**config.mk**
```make
export PLATFORM = sky130hd
export DESIGN_NAME = stream_demux1x4
export DESIGN_NICKNAME = d
export VERILOG_FILES = /design/src/rtl/stream_demux1x4.sv
export SDC_FILE = /design/constraint.sdc
export NUM_CORES = 1
export LEC_CHECK = 0
export ABC_AREA = 1
export CAP_MARGIN = 20
export CORE_MARGIN = 2
export CORE_UTILIZATION = 40
export CTS_CLUSTER_SIZE = 30
export DETAILED_ROUTE_END_ITERATION = 8
export DONT_BUFFER_PORTS = 1
export SETUP_SLACK_MARGIN = 0.02
export SLEW_MARGIN = 20
export SYNTH_ARGS = -nofsm -noshare
export SYNTH_HDL_FRONTEND = slang
export SYNTH_SLANG_ARGS = --single-unit
```
**constraint.sdc**
```tcl
create_clock -name clk -period 1.5 [get_ports clk]
set_input_delay 0.15 -clock clk [delete_from_list [all_inputs] [get_ports clk]]
set_output_delay 0.15 -clock clk [all_outputs]
set_load 0.01 [all_outputs]
```
**src/rtl/stream_demux1x4.sv**
```systemverilog
// Purpose: 1-to-4 registered stream demux. Each output has a one-entry holding slot, selected by in_sel.
// Latency: 1 cycle from accept to out_valid; no combinational path from in_data to out_data.
// Backpressure: in_ready depends only on the addressed slot, so a stalled lane blocks only traffic sent to it.
module stream_demux1x4 #(
  parameter int DATA_W = 8,
  parameter int CNT_W  = 8
) (
  input  logic                clk,
  input  logic                rst_n,
  input  logic                in_valid,
  output logic                in_ready,
  input  logic [DATA_W-1:0]   in_data,
  input  logic [1:0]          in_sel,
  output logic [3:0]          out_valid,
  input  logic [3:0]          out_ready,
  output logic [4*DATA_W-1:0] out_data,
  output logic [CNT_W-1:0]    acc_cnt
);

  // Per-slot holding state and the accepted-word counter.
  logic [3:0]        valid_q, valid_d;
  logic [DATA_W-1:0] data_q [4];
  logic [DATA_W-1:0] data_d [4];
  logic [CNT_W-1:0]  cnt_q, cnt_d;

  logic       accept;
  logic [3:0] load;

  // The addressed slot can take a word when it is empty or is being drained this cycle.
  always_comb begin
    in_ready = ~valid_q[in_sel] | out_ready[in_sel];
    accept   = in_valid & in_ready;
    load     = 4'b0000;
    if (accept) begin
      load[in_sel] = 1'b1;
    end
  end

  // Next-state per slot: a load wins over a drain, so a full slot can be drained and refilled in the same cycle.
  always_comb begin
    valid_d = valid_q;
    for (int k = 0; k < 4; k++) begin
      data_d[k]  = data_q[k];
      valid_d[k] = load[k] | (valid_q[k] & ~out_ready[k]);
      if (load[k]) begin
        data_d[k] = in_data;
      end
    end
  end

  // The counter advances once per accepted word and wraps naturally at its width.
  always_comb begin
    cnt_d = cnt_q + CNT_W'(accept);
  end

  // State registers; reset discards all held words and clears the counter immediately.
  always_ff @(posedge clk or negedge rst_n) begin
    if (!rst_n) begin
      valid_q <= 4'b0000;
      cnt_q   <= '0;
      for (int k = 0; k < 4; k++) begin
        data_q[k] <= '0;
      end
    end else begin
      valid_q <= valid_d;
      cnt_q   <= cnt_d;
      for (int k = 0; k < 4; k++) begin
        data_q[k] <= data_d[k];
      end
    end
  end

  // Flatten the slot registers onto the packed output bus, slot k at bits [k*DATA_W +: DATA_W].
  always_comb begin
    out_data = '0;
    for (int k = 0; k < 4; k++) begin
      out_data[k*DATA_W +: DATA_W] = data_q[k];
    end
  end

  assign out_valid = valid_q;
  assign acc_cnt   = cnt_q;

endmodule
```
# Word-level counts from Yosys, hierarchy flattened
# Cells that the tools add are included.
# W data, S select, Z words.
# word_totals
regBits,44
input_bits,17
output_inout_bits,45
elab_cells,32
# op_classes
addsub,1
n_lt_le_gt_ge,2
muxes,7
bitwise,15
reduce_logical,1
# op_table
op,count
$add A8 B1 Y8,1
$and A1 B1 Y1,5
$not A1 Y1,5
$or A1 B1 Y1,5
$bmux W1 S2,2
$mux W4,1
$lt A2 B3 Y1 const B,1
$mux W1,3
$demux W1 S2,1
$ge A2 B1 Y1 const B,1
$logic_and A1 B1 Y1,1

# Logic depth before layout (Yosys ltp)
# depth
depth_word,7
ltp_mapped,12
ltp_nobuf,11

# Worst setup path after synthesis
# OpenSTA, ideal clock, no wires.
# synth_path
kind,register -> register
startpoint,"register valid_q[2], in the netlist out_valid[2]"
endpoint,"register cnt_q[6], in the netlist acc_cnt[6]"
arrival_time_ps,1561
required_time_ps,1421
path_slack_ps,-140
path_stages_with_launch,11
path_cell_list,dfrtp_1 > nand2_1 > nand2_1 > nand2_1 > nand2_2 > a21boi_0 > ha_1 > ha_1 > nand3_1 > nor2_1 > xor2_1
# synth_via
elab_chain_cells,6
# synth_rtl
item,line_no,rtl
start: declaration,21,"logic [3:0] valid_q, valid_d;"
start signal: assignment,65,valid_q <= valid_d;
$bmux W1 S2,31,in_ready = ~valid_q[in_sel] | out_ready[in_sel];
$mux W1 (implied by the code),31,
$not A1 Y1,31,
$or A1 B1 Y1,31,
$and A1 B1 Y1,32,accept = in_valid & in_ready;
$add A8 B1 Y8,53,cnt_d = cnt_q + CNT_W'(accept);
via cnt_d[6],24,"logic [CNT_W-1:0] cnt_q, cnt_d;"
end signal: assignment,66,cnt_q <= cnt_d;
end: declaration,24,
# The timed path passes the listed nets, and every way through them passes these cells. The select of a mux whose other input is x is not followed.
# A chain may end at the register's enable or synchronous reset.

# Final worst setup path
# layout_path
startpoint,"register valid_q[3], in the netlist out_valid[3]"
endpoint,"register cnt_q[6], in the netlist acc_cnt[6]"
# Same word-level chain as after synthesis.

==> results.py <==
metrics = {
    "sta": {
        "setup_viol": 2,
        "rsz0062_at_grt": "yes",
        "timing.fmax_ghz": 0.652,
        "skew_ps": 4.33,
        "post-route-min-period_ps": 1530,
        "slew_violations": 0,
        "hold_violations": 0,
        "fin_crit_sh_pct": 102,
        "setup_ws_ps": -33.9,
        "whs_ps": 7.39,
        "max_slew_margin_pct": 71.4,
        "tightest_slew_ps": 429,
    },
    "worst_setup_path": {
        "crit_path_max_fanout": 2,
        "worstSetupStartpointType": "flip-flop",
        "worstPathRequired_ps": 1720,
        "end_kind": "flip-flop",
        "critical_path_arrival_ps": 1750,
        "path_class": "reg2reg",
    },
    "clock_network": {
        "htree_num_levels": 2,
        "cts_max_path_buffers": 2,
        "cts_buffers": 5,
        "clock-root-buffer": "clkbuf_8",
        "cts_tree": "yes",
        "worstSkewPairLatency_ps": 290,
        "clk_pin_slew_ps": 80,
        "clock-sinks": 44,
    },
    "placement": {
        "dp_hpwl_mm": 3.30,
        "place_area_mm2": 0.00212,
        "port_buffers": 0,
        "dpl.cell_count": 271,
        "gp_congestion": 0.687,
    },
    "routing": {
        "wl_mm": 5.25,
        "drtPass1Iterations": 4,
        "wire_per_inst_um": 17.6,
        "via_count": 1555,
        "ant_nets": 0,
        "post_drt_via_cell_ratio": 5.22,
        "first_iter_violations": 117,
        "drc": 0,
    },
    "outcome": {
        "violations": "setup timing",
        "status": "complete, but fails checks",
    },
    "final_layout": {
        "final_common_cell": "nand2_1",
        "area_growth_pct": 23.3,
        "post-route-util_pct": 51.8,
        "stdcell_count": 298,
        "nets": 250,
        "drive_above_1_share_pct": 22.5,
        "mostFrequentLayoutCells": "nand2_1, dfrtp_1, nand4_1",
        "antenna_cells": 0,
        "fillCellCount": 460,
        "design_area_mm2": 0.00248,
    },
    "power_and_ir_drop": {
        "p_leak_nw": 1.19,
        "power_density_mw_per_mm2": 1310,
        "ir_drop_mv": 0.657,
    },
    "synth": {
        "synth.distinct_cells": 25,
        "yosysWarnings": 0,
        "synth_nets": 220,
        "ys_seq_area_share_pct": 54.8,
        "synthTopCellsByArea": "dfrtp_1, nand2_1, nand4_1",
        "netlist_area_mm2": 0.00201,
        "yosys.area.top_type_share_pct": 54.8,
        "syn_avg_cell_area_um2": 10.0,
        "yosysTopAreaCell": "dfrtp_1",
        "ys_ff_latch": 44,
        "syn_inst": 201,
    },
    "die": {
        "initial_utilization_pct": 42.0,
        "io_pins": 62,
        "die_h_um": 74.9,
        "coreArea_mm2": 0.00479,
        "num_rows": 25,
        "fp.dieArea_mm2": 0.00561,
        "die_w_um": 74.9,
    },
    "global_routing": {
        "grtUsageTotal_pct": 19.4,
        "grt_max_degree": 45,
        "globalRouteOverflowTotal": 0,
        "grt_antenna_before_repair": 0,
        "grt_pass1_wl_mm": 8.02,
        "grt_pass1_vias": 1592,
    },
    "min_path": {
        "hold_path_class": "in2reg",
    },
    "run": {
        "max_cap_violations": 0,
    },
}
[stage by stage]
| step | setup TNS (ps) | setup WS [ps] | total power (W) |
|---|---|---|---|
| 3_3_place_gp | -11.5 | -11.5 | 0.00229 |
| 6_report | -64.6 | -33.9 | 0.00324 |
| 2_1_floorplan | -159 | -81.1 | 0.00217 |
| 3_5_place_dp | -110 | -55.4 | 0.00231 |
| 4_1_cts | -36.6 | -18.4 | 0.00320 |
| 5_1_grt | -430 | -135 | 0.00345 |
[final timing paths]
kind | depth (start not counted) | from | end | slack, ps
worst max-delay path | 10 | out_valid[3]$_DFF_PN0_ | acc_cnt[6]$_DFF_PN0_ | -30
worst min-delay path | 2 | in_data[4] | out_data[20]$_DFFE_PN0P_ | 7
worst max register to register | 10 | out_valid[3]$_DFF_PN0_ | acc_cnt[6]$_DFF_PN0_ | -30
worst min register to register | 1 | acc_cnt[7]$_DFF_PN0_ | acc_cnt[7]$_DFF_PN0_ | 540
max in group asynchronous | 2 | rst_n | out_data[8]$_DFFE_PN0P_ | 910
min in group asynchronous | 2 | rst_n | out_data[20]$_DFFE_PN0P_ | 390
[registers in the layout (all words and copies together), names as in the netlist]
name and cells:
acc_cnt 8, out_valid 4, out_data 32
[critical path, stage by stage (launching register included)]
cell and delay (ps):
dfrtp_1 390, nand2_1 60, nand2_1 50, nand2_1 60, nand2_2 60, a21boi_2 170, ha_4 180, ha_4 140
nand3_4 90, nor2_4 100, xor2_1 150
[metal layers]
layer  routed length [µm]  vias up  global-route usage [%]
met2                 2490       61                    30.6
met3                  475        5                    7.90
met1                 2240      743                    25.4
met4                   44        0                    4.17
met5                    0        -                       0
li1                     -      746                       -
[final cells by class]
type	instances	area [µm²]	share of cell area, %
Tap cell	67	83.8	3.38
Sequential cell	44	1100	44.4
Inverter	7	28.8	1.16
Multi-Input combinational cell	143	888	35.8
Clock buffer	7	96.3	3.89
Timing Repair Buffer	30	280	11.3
[logic make-up after synthesis]
| family | count (synthesis) | synth area share [%] |
|---|---|---|
| AO/OA/AOI/OAI | 5 | 1.37 |
| AND/OR/NAND/NOR | 128 | 34.2 |
| XOR/XNOR | 6 | 2.61 |
| buffers and inverters | 16 | 5.79 |
| flip-flops | 44 | 54.8 |
| adder cells (fa/ha/maj) | 2 | 1.24 |
[synthesized netlist by cell type]
cell and n:
dfrtp_1 44, buf_2 4, nand3_1 4, ha_1 2, inv_2 1, nand3b_1 1, nor2_2 2, nand4_1 33
nand3_4 4, nand2_1 74, nor2_8 1, o21ai_0 4, inv_4 1, nand2_8 1, buf_8 3, nand3_2 1
inv_1 4, xnor2_1 3, a21boi_0 1, nor2_4 1, nor2_1 2, buf_6 2, xor2_1 3, nand2_2 4
clkinv_1 1
[what timing repair did]
action	CTS	global route
buffers inserted	3	3
hold endpoints to repair	54	1
pin swaps	3	4
gates cloned	0	3
resized for setup	4	9
hold buffers	12	1
endpoints found under the setup margin	4	41
[power breakdown]
group	total, W	switching [W]	internal, W	leakage, nW
Clock	0.000788	0.000378	0.000410	0.0503
Sequential	0.00186	0.000414	0.00145	0.553
Combinational	0.000585	0.000298	0.000287	0.584
(Power assumes the default switching activity.)
